`config.mk`:
```
export PLATFORM = sky130hd
export DESIGN_NAME = cout_wb_scheduler
export DESIGN_NICKNAME = d
export VERILOG_FILES = /design/src/rtl/cout_wb_scheduler.sv
export SDC_FILE = /design/constraint.sdc
export NUM_CORES = 1
export LEC_CHECK = 0
export CORE_ASPECT_RATIO = 0.8
export CORE_UTILIZATION = 55
export DETAILED_ROUTE_END_ITERATION = 7
export PLACE_DENSITY_LB_ADDON = 0.25
export SLEW_MARGIN = 20
export SYNTH_ARGS = -nofsm -noshare
export SYNTH_HDL_FRONTEND = slang
export SYNTH_SLANG_ARGS = --single-unit
```
`constraint.sdc`:
```
create_clock -name clk -period 4.5 [get_ports clk]
set_clock_uncertainty 0.05 [all_clocks]
set_input_delay 0.9 -clock clk [delete_from_list [all_inputs] [get_ports clk]]
set_output_delay 0.9 -clock clk [all_outputs]
set_load 0.005 [all_outputs]
```
`src/rtl/cout_wb_scheduler.sv`:
```
// Writeback scheduler: steps C rows through the output mapping stage into the TB/CB BRAM banks.
// Write enables and port-B addresses are registered, so they trail c_valid by one cycle.
module cout_wb_scheduler #(
    parameter int X     = 4,
    parameter int L     = 4,
    parameter int AW    = 10,
    parameter int LEN_W = 8
) (
    input  logic             clk,
    input  logic             sys_rst,
    input  logic             cmd_valid,
    output logic             cmd_ready,
    input  logic [1:0]       cmd_type,
    input  logic             cmd_neg,
    input  logic [LEN_W-1:0] cmd_len,
    input  logic [AW-1:0]    cmd_addr,
    input  logic [1:0]       cmd_lnum,
    input  logic             c_valid,
    output logic [2:0]       C_map_mode,
    output logic [L-1:0]     TB_web,
    output logic [L-1:0]     CB_web,
    output logic [AW-1:0]    TB_addrb,
    output logic [AW-1:0]    CB_addrb,
    output logic             busy,
    output logic             done
);
    typedef enum logic [1:0] {IDLE, RUN, DRAIN, DONE} state_t;

    localparam logic [L-1:0] LANE_MASK = {L{1'b1}} >> (L - X);
    localparam logic [L-1:0] LO_HALF   = {L{1'b1}} >> (L - L/2);
    localparam logic [L-1:0] HI_HALF   = ~LO_HALF;

    state_t           state, state_nx;
    logic [2:0]       mode, mode_in;
    logic [L-1:0]     pat, pat_in;
    logic             to_tb, tb_in;
    logic [AW-1:0]    base, addr_nx;
    logic [LEN_W-1:0] len, r;
    logic             accept, wr, last;

    assign accept  = (state == IDLE) && cmd_valid;
    assign wr      = (state == RUN) && c_valid;
    assign last    = wr && (r == len - 1'b1);
    assign addr_nx = base + AW'(r);

    assign cmd_ready  = (state == IDLE);
    assign busy       = (state != IDLE);
    assign done       = (state == DONE);
    assign C_map_mode = mode;

    // Reserved type 11 falls through to the CB default.
    always_comb begin
        mode_in = {2'b01, cmd_neg};
        pat_in  = LANE_MASK;
        tb_in   = 1'b0;
        case (cmd_type)
            2'b00: begin
                mode_in = {2'b00, cmd_neg};
                tb_in   = 1'b1;
            end
            2'b10: begin
                mode_in = {1'b1, cmd_lnum};
                pat_in  = cmd_lnum[1] ? LO_HALF : HI_HALF;
            end
            default: ;
        endcase
    end

    always_comb begin
        state_nx = state;
        case (state)
            IDLE:    if (cmd_valid) state_nx = (cmd_len == '0) ? DONE : RUN;
            RUN:     if (last) state_nx = DRAIN;
            DRAIN:   state_nx = DONE;
            DONE:    state_nx = IDLE;
            default: state_nx = IDLE;
        endcase
    end

    always_ff @(posedge clk or posedge sys_rst) begin
        if (sys_rst) state <= IDLE;
        else         state <= state_nx;
    end

    always_ff @(posedge clk or posedge sys_rst) begin
        if (sys_rst) begin
            mode     <= '0;
            pat      <= '0;
            to_tb    <= 1'b0;
            base     <= '0;
            len      <= '0;
            r        <= '0;
            TB_web   <= '0;
            CB_web   <= '0;
            TB_addrb <= '0;
            CB_addrb <= '0;
        end else begin
            TB_web <= '0;
            CB_web <= '0;
            if (accept) begin
                mode  <= mode_in;
                pat   <= pat_in;
                to_tb <= tb_in;
                base  <= cmd_addr;
                len   <= cmd_len;
                r     <= '0;
            end
            if (wr) begin
                if (to_tb) begin
                    TB_web   <= pat;
                    TB_addrb <= addr_nx;
                end else begin
                    CB_web   <= pat;
                    CB_addrb <= addr_nx;
                end
                r <= r + 1'b1;
            end
        end
    end
endmodule
```
== Yosys cells after proc, flatten, opt, wreduce, memory -nomap -nowiden ==
Cells that the tools add are included.
W data, S select, Z words.

* Bits of input ports: 27
* Flip-flop bits (word level): 64
* Word-level logic and storage cells: 47

* Muxes and demuxes: 14
* Add/subtract/negate cells: 3
* Equal/unequal tests: 7
* Bitwise operators: 1
* Reduce and logical (&&, ||, !) cells: 11

{| class="wikitable"
|+ Operators by type and width
! operator !! number
|-
| $mux W4 || 6
|-
| $mux W8 || 2
|-
| $add A10 B8 Y10 || 1
|-
| $add A8 B1 Y8 const B || 1
|-
| $eq A8 B8 Y1 || 1
|-
| $logic_not A8 Y1 || 1
|-
| $pmux W2 S4 || 1
|-
| $sub A8 B1 Y8 const B || 1
|-
| $eq A2 B2 Y1 const B || 3
|-
| $mux W2 || 3
|-
| $pmux W3 S2 || 1
|-
| $reduce_and A2 Y1 || 3
|-
| $logic_not A2 Y1 || 2
|-
| $ne A2 B2 Y1 const B || 2
|-
| $reduce_bool A2 Y1 || 2
|-
| $logic_and A1 B1 Y1 || 3
|-
| $eq A2 B1 Y1 const B || 1
|-
| $mux W1 || 1
|-
| $not A1 Y1 || 1
|}

== Depth between registers and ports, before layout ==
Gate-level depths: netlist of the first run.

* Depth after elaboration: 5
* Depth in mapped cells: 9

== Worst setup path after synthesis of the first run ==
OpenSTA, ideal clock, no wires.

* Kind: input port to flip-flop
* From: input port c_valid
* To: register state[0]
* Setup time: 80 ps
* Path slack: 2374 ps
* Stages: 6
* Data arrival time: 1996 ps
* Required time: 4370 ps
* Cells stage by stage: and2_1 > buf_2 > o211ai_1 > a2111oi_2 > o2111ai_1 > a2bb2oi_1

* Word-level cells in the longest chain between the ends: 4

{| class="wikitable"
|+ RTL lines
! element !! line !! source
|-
| start: declaration || 18 || <nowiki>input logic c_valid,</nowiki>
|-
| $logic_and A1 B1 Y1 || 42 || <nowiki>assign wr = (state == RUN) && c_valid;</nowiki>
|-
| $logic_and A1 B1 Y1 || 43 || <nowiki>assign last = wr && (r == len - 1'b1);</nowiki>
|-
| $ne A2 B2 Y1 (no line) || -- ||
|-
| $reduce_and A2 Y1 (no line) || -- ||
|-
| end signal: assignment || 82 || <nowiki>else state <= state_nx;</nowiki>
|-
| end: declaration || 33 || <nowiki>state_t state, state_nx;</nowiki>
|}

Every way passes these cells.
A chain may end at the register's enable or synchronous reset.

== Worst setup path after layout of the first run ==
* From: register state[0]
* To: output port busy

* Word-level cells in the longest chain between the ends: 1

{| class="wikitable"
|+ RTL lines
! element !! line !! source
|-
| $reduce_bool A2 Y1 || 47 || <nowiki>assign busy = (state != IDLE);</nowiki>
|-
| end: declaration || 24 || <nowiki>output logic busy,</nowiki>
|}

Every way passes these cells.

==> results.tsv, run 1 <==
metric	value	unit
synth warn	0	
fill cell instance count of the final layout	357	
DRC violations left	6	
final sum of negative setup slack	0	ps
Post-layout nets	392	
Seq/Total Area, Yosys	48.0	%
Hold Violations, Final	0	
status	finished with violations	
violated checks	design-rule violations	
Yosys top cell area share	48.0	%
Synth-to-Final Area Change	27.1	%
Core Rows	23	
most used flip-flop cell after synthesis	sky130_fd_sc_hd__dfrtp_1	
root cell of the clock tree	sky130_fd_sc_hd__clkbuf_8	
Max IR drop VDD	0.328	mV
overall routed net length	6330	µm
RSZ-0062 raised after global routing	false	
hold_buf cts	0	
worst hold-check path type	reg -> reg	
number of routed nets with antenna violations	0	
post-synth top area cell	sky130_fd_sc_hd__dfrtp_1	
clock period minus final worst setup slack	2730	ps
highest achievable clock rate	0.367	GHz
top post-synthesis cells by area	sky130_fd_sc_hd__dfrtp_1, sky130_fd_sc_hd__mux2_2, sky130_fd_sc_hd__ha_1, sky130_fd_sc_hd__nand2_1, sky130_fd_sc_hd__o21ai_0	
number of vias after detailed routing	2305	
quantity of gates resized following cts	0	
remaining global-route overflow	0	
element type at the critical path end	output pin	
count of endpoints failing setup in the final report	0	
power density relative to cell area	626	nW/µm²
detailed-routing iteration count for the pre-antenna-repair pass	7	
gate count after technology mapping	292	
number of H-tree levels	3	
share of final-layout standard cells stronger than drive strength 1	12.4	%
wire length per cell after detailed routing	15.2	µm
antenna cells	0	
DRT iter0 DRCs	116	
count of pins on the block boundary	61	
die area	5800	µm²
Clock Latency Late Sink	340	ps
Pins Over Slew Limit	0	
most frequent cells after synthesis	sky130_fd_sc_hd__dfrtp_1, sky130_fd_sc_hd__nand2_1, sky130_fd_sc_hd__o21ai_0, sky130_fd_sc_hd__mux2_2, sky130_fd_sc_hd__nor2_1	
required time reported for the critical path endpoint	3550	ps
TritonCTS clock tree	built	
share of async-settable or async-resettable flops after synthesis	100	%
Syn Nets	334	
Worst Tran Pin Value	775	ps
detailed placer's ending HPWL	4530	µm
die width	84.9	µm
most common cell in the synthesized netlist	sky130_fd_sc_hd__dfrtp_1	
cell occurring most often along the worst timing path	sky130_fd_sc_hd__inv_1	
Setup CP Type	reg -> out	
buffer and inverter count on the worst path	3	
data arrival at the endpoint of the critical path	1780	ps
Core ar.	5150	µm²
largest net degree at the start of global routing	38	
antenna violations before repair	0	
number of global-route vias before repair	2121	
library cells used by synthesis	45	
number of enable-type register cells in the synthesized netlist	0	
#FFs+latches synth	58	
crit-path max FO	9	
sequence of cells on the critical path	inv_1, ha_1, inv_1, clkdlybuf4s50_1	
Initial Util	58.7	%
count of max-cap constraint violations	0	
worst-case hold slack	427	ps
ratio of routed vias to standard cells	5.53	
total chip power	2.41	mW
worst-case clock buffer depth	2	
worst relative slew slack	48.2	%
post-synthesis instance area	3020	µm²
share of the clock period used by the worst path	60.6	%
nature of the critical path startpoint	flip-flop	
combined global-route utilization of all metal layers	23.5	%
wire length of the first global-routing pass	10100	µm
clock transition at the registers of the reported paths	60	ps
height of the die	68.3	µm
standby leakage power	1.69	nW
RePlAce Congestion	0.768	
buffers inserted by post-CTS timing repair	0	
# port buffers	60	
slowest stage cell on the critical path	sky130_fd_sc_hd__clkdlybuf4s50_1	
largest delay contributor family on the critical path	buffers and inverters	
Post-Synthesis Mean Instance Area	10.4	µm²
number of sinks on the clock net	58	
Crit path largest cell delay	510	ps
total clock buffers created by CTS	9	
[registers in the layout (all words and copies together), names as in the netlist]
name / flops
pat: 2
to_tb: 1
C_map_mode: 3
TB_addrb: 10
r: 8
len: 8
TB_web: 2
CB_web: 2
state: 2
CB_addrb: 10
base: 10
[power by group]
part	internal, mW	switching, mW	total (mW)
registers	0.734	0.186	0.920
logic	0.561	0.456	1.02
clock network	0.275	0.197	0.472
total	1.57	0.838	2.41
[cells in the final DEF (no fill, tap or decap), types with 3 or more instances in the layout]
cell and instances:
sky130_fd_sc_hd__clkdlybuf4s50_1 60, sky130_fd_sc_hd__dfrtp_1 58, sky130_fd_sc_hd__nand2_1 32, sky130_fd_sc_hd__o21ai_0 23
sky130_fd_sc_hd__mux2_2 20, sky130_fd_sc_hd__nor2_1 16, sky130_fd_sc_hd__inv_1 14, sky130_fd_sc_hd__ha_1 14
sky130_fd_sc_hd__clkbuf_8 14, sky130_fd_sc_hd__a21oi_1 10, sky130_fd_sc_hd__nand3_1 9, sky130_fd_sc_hd__xnor2_1 9
sky130_fd_sc_hd__xor2_1 8, sky130_fd_sc_hd__nor3_1 6, sky130_fd_sc_hd__nand2b_1 5, sky130_fd_sc_hd__o31ai_1 4
sky130_fd_sc_hd__o21a_1 4, sky130_fd_sc_hd__o21ai_1 4, sky130_fd_sc_hd__nor4b_1 3, sky130_fd_sc_hd__nand4_1 3
sky130_fd_sc_hd__mux2i_1 3, sky130_fd_sc_hd__o211ai_1 3
[logic make-up after synthesis]
group	synth area share [%]
buf+inv	4.14
flops	48.0
compound gates	14.4
mux	8.44
fa+ha+maj	6.45
xor+xnor	4.92
simple gates	13.7
[cell type report]
| cell class | count | area (µm²) | share of cell area [%] |
|---|---|---|---|
| well taps | 62 | 77.6 | 2.02 |
| clock buffers | 15 | 196 | 5.11 |
| flip-flops and latches | 58 | 1450 | 37.7 |
| repair buffers | 61 | 608 | 15.8 |
| inverters | 15 | 56.3 | 1.46 |
| clock inverters | 1 | 5.00 | 0.130 |
| multi-input cells | 205 | 1450 | 37.7 |
[worst paths after layout]
check	from	end	slack (ps)	cells after the start
setup / recovery	state[0]	busy	1770	4
min in group asynchronous	sys_rst	CB_web[1]	980	2
max in group asynchronous	sys_rst	pat[2]	2620	3
hold reg to reg	TB_addrb[5]	TB_addrb[5]	430	2
setup reg to reg	r[0]	TB_addrb[8]	2220	9
hold / removal	TB_addrb[5]	TB_addrb[5]	430	2
[per-stage QoR]
stage | std cells | cell area (µm²) | worst slack, ps | util (%)
CTS | 417 | 3840 | 1780 | 74.6
finish | 417 | 3840 | 1770 | 74.6
global route | 417 | 3840 | 1660 | 74.6
detailed placement | 401 | 3640 | 1610 | 70.7
global placement | 401 | 3640 | 1650 | 70.7
floorplan | 292 | 3020 | 2120 | -
[metal layers]
metal	part of all wire (%)	track usage [%]	vias to the layer above
met5	0	0	-
met4	1.3	9.96	0
met3	5.3	7.72	8
met2	47	37.3	64
met1	46	30.0	1093
li1	-	-	1140
[tightest hold or removal path: stages, from the launching register on]
cell and delay (ps):
sky130_fd_sc_hd__dfrtp_1 340, sky130_fd_sc_hd__nand2_1 40, sky130_fd_sc_hd__o21ai_0 60
Power figures use the tool's default switching activity.
==> inputs of run 2 (changes only) <==
--- a/config.mk
+++ b/config.mk
@@ -6,7 +6,7 @@
 export NUM_CORES = 1
 export LEC_CHECK = 0
 export CORE_ASPECT_RATIO = 0.8
-export CORE_UTILIZATION = 55
+export CORE_UTILIZATION = 46
 export DETAILED_ROUTE_END_ITERATION = 7
 export PLACE_DENSITY_LB_ADDON = 0.25
 export SLEW_MARGIN = 20
==> constraint.sdc (replaced) <==
create_clock -name clk -period 2.45 [get_ports clk]
set_clock_uncertainty 0.05 [all_clocks]
set_input_delay 0.49 -clock clk [delete_from_list [all_inputs] [get_ports clk]]
set_output_delay 0.49 -clock clk [all_outputs]
set_load 0.005 [all_outputs]
==> run 2 against run 1 <==
Compared with the run above: the flow now finishes without violations; final cell count rose by 6.7%; register-to-register slack got worse by 2000 ps; non-clock buffer count rose by 6; critical endpoint unchanged.
==> results.tsv, run 2 (synthesis results as in run 1) <==
metric	value	unit	change
ratio of routed vias to standard cells	5.27		was 5.53
Clock Latency Late Sink	340	ps	about the same
TritonCTS clock tree	built		unchanged
count of max-cap constraint violations	0		unchanged
hold_buf cts	0		unchanged
root cell of the clock tree	sky130_fd_sc_hd__clkbuf_8		unchanged
Setup CP Type	reg -> out		unchanged
antenna cells	0		unchanged
largest net degree at the start of global routing	41		was 38
highest achievable clock rate	0.427	GHz	
Max IR drop VDD	0.635	mV	was 0.328 mV
DRT iter0 DRCs	103		was 116
power density relative to cell area	1150	nW/µm²	was 626 nW/µm²
data arrival at the endpoint of the critical path	1800	ps	was 1780 ps
fill cell instance count of the final layout	546		was 357
required time reported for the critical path endpoint	1910	ps	was 3550 ps
combined global-route utilization of all metal layers	20.3	%	was 23.5%
crit-path max FO	9		unchanged
share of the clock period used by the worst path	95.6	%	
slowest stage cell on the critical path	sky130_fd_sc_hd__clkdlybuf4s50_1		unchanged
fraction of power spent switching nets	34.1	%	was 34.8%
sequential power share	37.2	%	was 38.2%
# port buffers	60		unchanged
filler-free cell count of the finished design	445		was 417
commonest non-fill, non-tap cell in the layout	sky130_fd_sc_hd__clkdlybuf4s50_1		unchanged
area taken by multi-input logic gates	1450	µm²	about the same
area occupied by registers	1450	µm²	unchanged
count of endpoints failing setup in the final report	0		unchanged
top library cells by usage in the layout, fill and taps aside	sky130_fd_sc_hd__clkdlybuf4s50_1, sky130_fd_sc_hd__dfrtp_1, sky130_fd_sc_hd__nand2_1		unchanged
worst hold-check path type	in -> async		was reg -> reg
quantity of gates resized following cts	0		unchanged
Pins Over Slew Limit	0		unchanged
remaining global-route overflow	0		unchanged
crit path launch	state[0]		unchanged
largest registers	CB_addrb (10), TB_addrb (10), base (10)		unchanged
Post-layout nets	398		was 392
wire length per cell after detailed routing	14.3	µm	was 15.2 µm
Core ar.	6380	µm²	was 5150 µm²
detailed-routing iteration count for the pre-antenna-repair pass	4		was 7
final sum of negative setup slack	0	ps	unchanged
wire length of the first global-routing pass	10400	µm	was 10100 µm
worst relative slew slack	68.4	%	was 48.2%
clock period minus final worst setup slack	2340	ps	
internal cell power	3.00	mW	was 1.57 mW
number of H-tree levels	3		unchanged
RSZ-0062 raised after global routing	false		unchanged
Worst Tran Pin Value	473	ps	was 775 ps
cell occurring most often along the worst timing path	sky130_fd_sc_hd__inv_1		unchanged
detailed placer's ending HPWL	4750	µm	was 4530 µm
Crit path largest cell delay	500	ps	was 510 ps
largest delay contributor family on the critical path	buffers and inverters		unchanged
count of pins on the block boundary	61		unchanged
reported net switching power	1.55	mW	was 0.838 mW
Hold Violations, Final	0		unchanged
RePlAce Congestion	0.787		was 0.768
fraction of power consumed by combinational cells	41.8	%	was 42.2%
buffer and inverter count on the worst path	3		unchanged
element type at the critical path end	output pin		unchanged
die area	6900	µm²	was 5800 µm²
worst path setup slack after routing	108	ps	was 1770 ps
part of the total power dissipated in the clock network	21.0	%	was 19.6%
number of sinks on the clock net	58		unchanged
Setup Slack @ Placement	157	ps	was 1610 ps
share of final-layout standard cells stronger than drive strength 1	13.9	%	was 12.4%
buffers inserted by post-CTS timing repair	0		unchanged
total clock buffers created by CTS	9		unchanged
die width	92.7	µm	was 84.9 µm
overall routed net length	6380	µm	was 6330 µm
number of vias after detailed routing	2347		was 2305
number of routed nets with antenna violations	0		unchanged
nature of the critical path startpoint	flip-flop		unchanged
Initial Util	47.4	%	was 58.7%
status	finished, final reports clean		was finished with violations
sequence of cells on the critical path	inv_1, ha_1, inv_1, clkdlybuf4s50_1		unchanged
number of cells after detailed placement	428		was 401
number of global-route vias before repair	2156		was 2121
clock transition at the registers of the reported paths	70	ps	was 60 ps
Core Rows	26		was 23
DRC violations left	0		was 6
worst-case clock buffer depth	2		unchanged
total chip power	4.55	mW	was 2.41 mW
Synth-to-Final Area Change	31.0	%	was 27.1%
Layout Utilization	62.1	%	was 74.6%
standby leakage power	1.73	nW	was 1.69 nW
antenna violations before repair	0		unchanged
height of the die	74.5	µm	was 68.3 µm
source of the worst register-to-register timing path	r[0]		unchanged
[run 2: layout make-up]
cell class,instances,share of cell area [%]
flip-flops and latches,58,36.6
multi-input cells,205,36.5
repair buffers,67,17.1
clock buffers,13,4.52
well taps,84,2.65
inverters,15,1.42
clock inverters,3,1.14
[run 2: worst paths after layout]
check,slack [ps],end,cells after the start
worst max-delay path,110,busy,4
worst max register to register,190,TB_addrb[8],9
worst min register to register,430,TB_addrb[3],2
worst min-delay path,430,state[0],2
max in group asynchronous,1350,CB_addrb[4],3
min in group clk,430,TB_addrb[3],2
[run 2: power groups by stage]
stage | Clock, mW | Combinational [mW] | Sequential (mW)
after global placement | 0 | 1.86 | 1.69
final | 0.957 | 1.90 | 1.69
after global routing | 1.02 | 2.12 | 1.75
after CTS | 0.974 | 1.91 | 1.69
after floorplan | 0 | 1.17 | 1.64
after detailed placement | 0 | 1.90 | 1.70
[run 2: per-layer routing]
layer,track usage (%),share of wire (%)
met1,28.3,49
met2,29.3,44
met3,7.26,5.4
met4,7.35,1.4
met5,0,0
[run 2: metrics by stage]
stage                     area (µm²)  hold slack, ps
after floorplan                 3020             412
after global routing            3960             463
final                           3960             430
after CTS                       3960             437
after detailed placement        3730             422
after global placement          3730             416
==> inputs of run 3 (changes only) <==
--- a/config.mk
+++ b/config.mk
@@ -7,6 +7,7 @@
 export LEC_CHECK = 0
 export CORE_ASPECT_RATIO = 0.8
 export CORE_UTILIZATION = 46
+export CTS_CLUSTER_SIZE = 28
 export DETAILED_ROUTE_END_ITERATION = 7
 export PLACE_DENSITY_LB_ADDON = 0.25
 export SLEW_MARGIN = 20
==> results of run 3 <==
Final layout, timing and power as in run 2 (identical DEF).
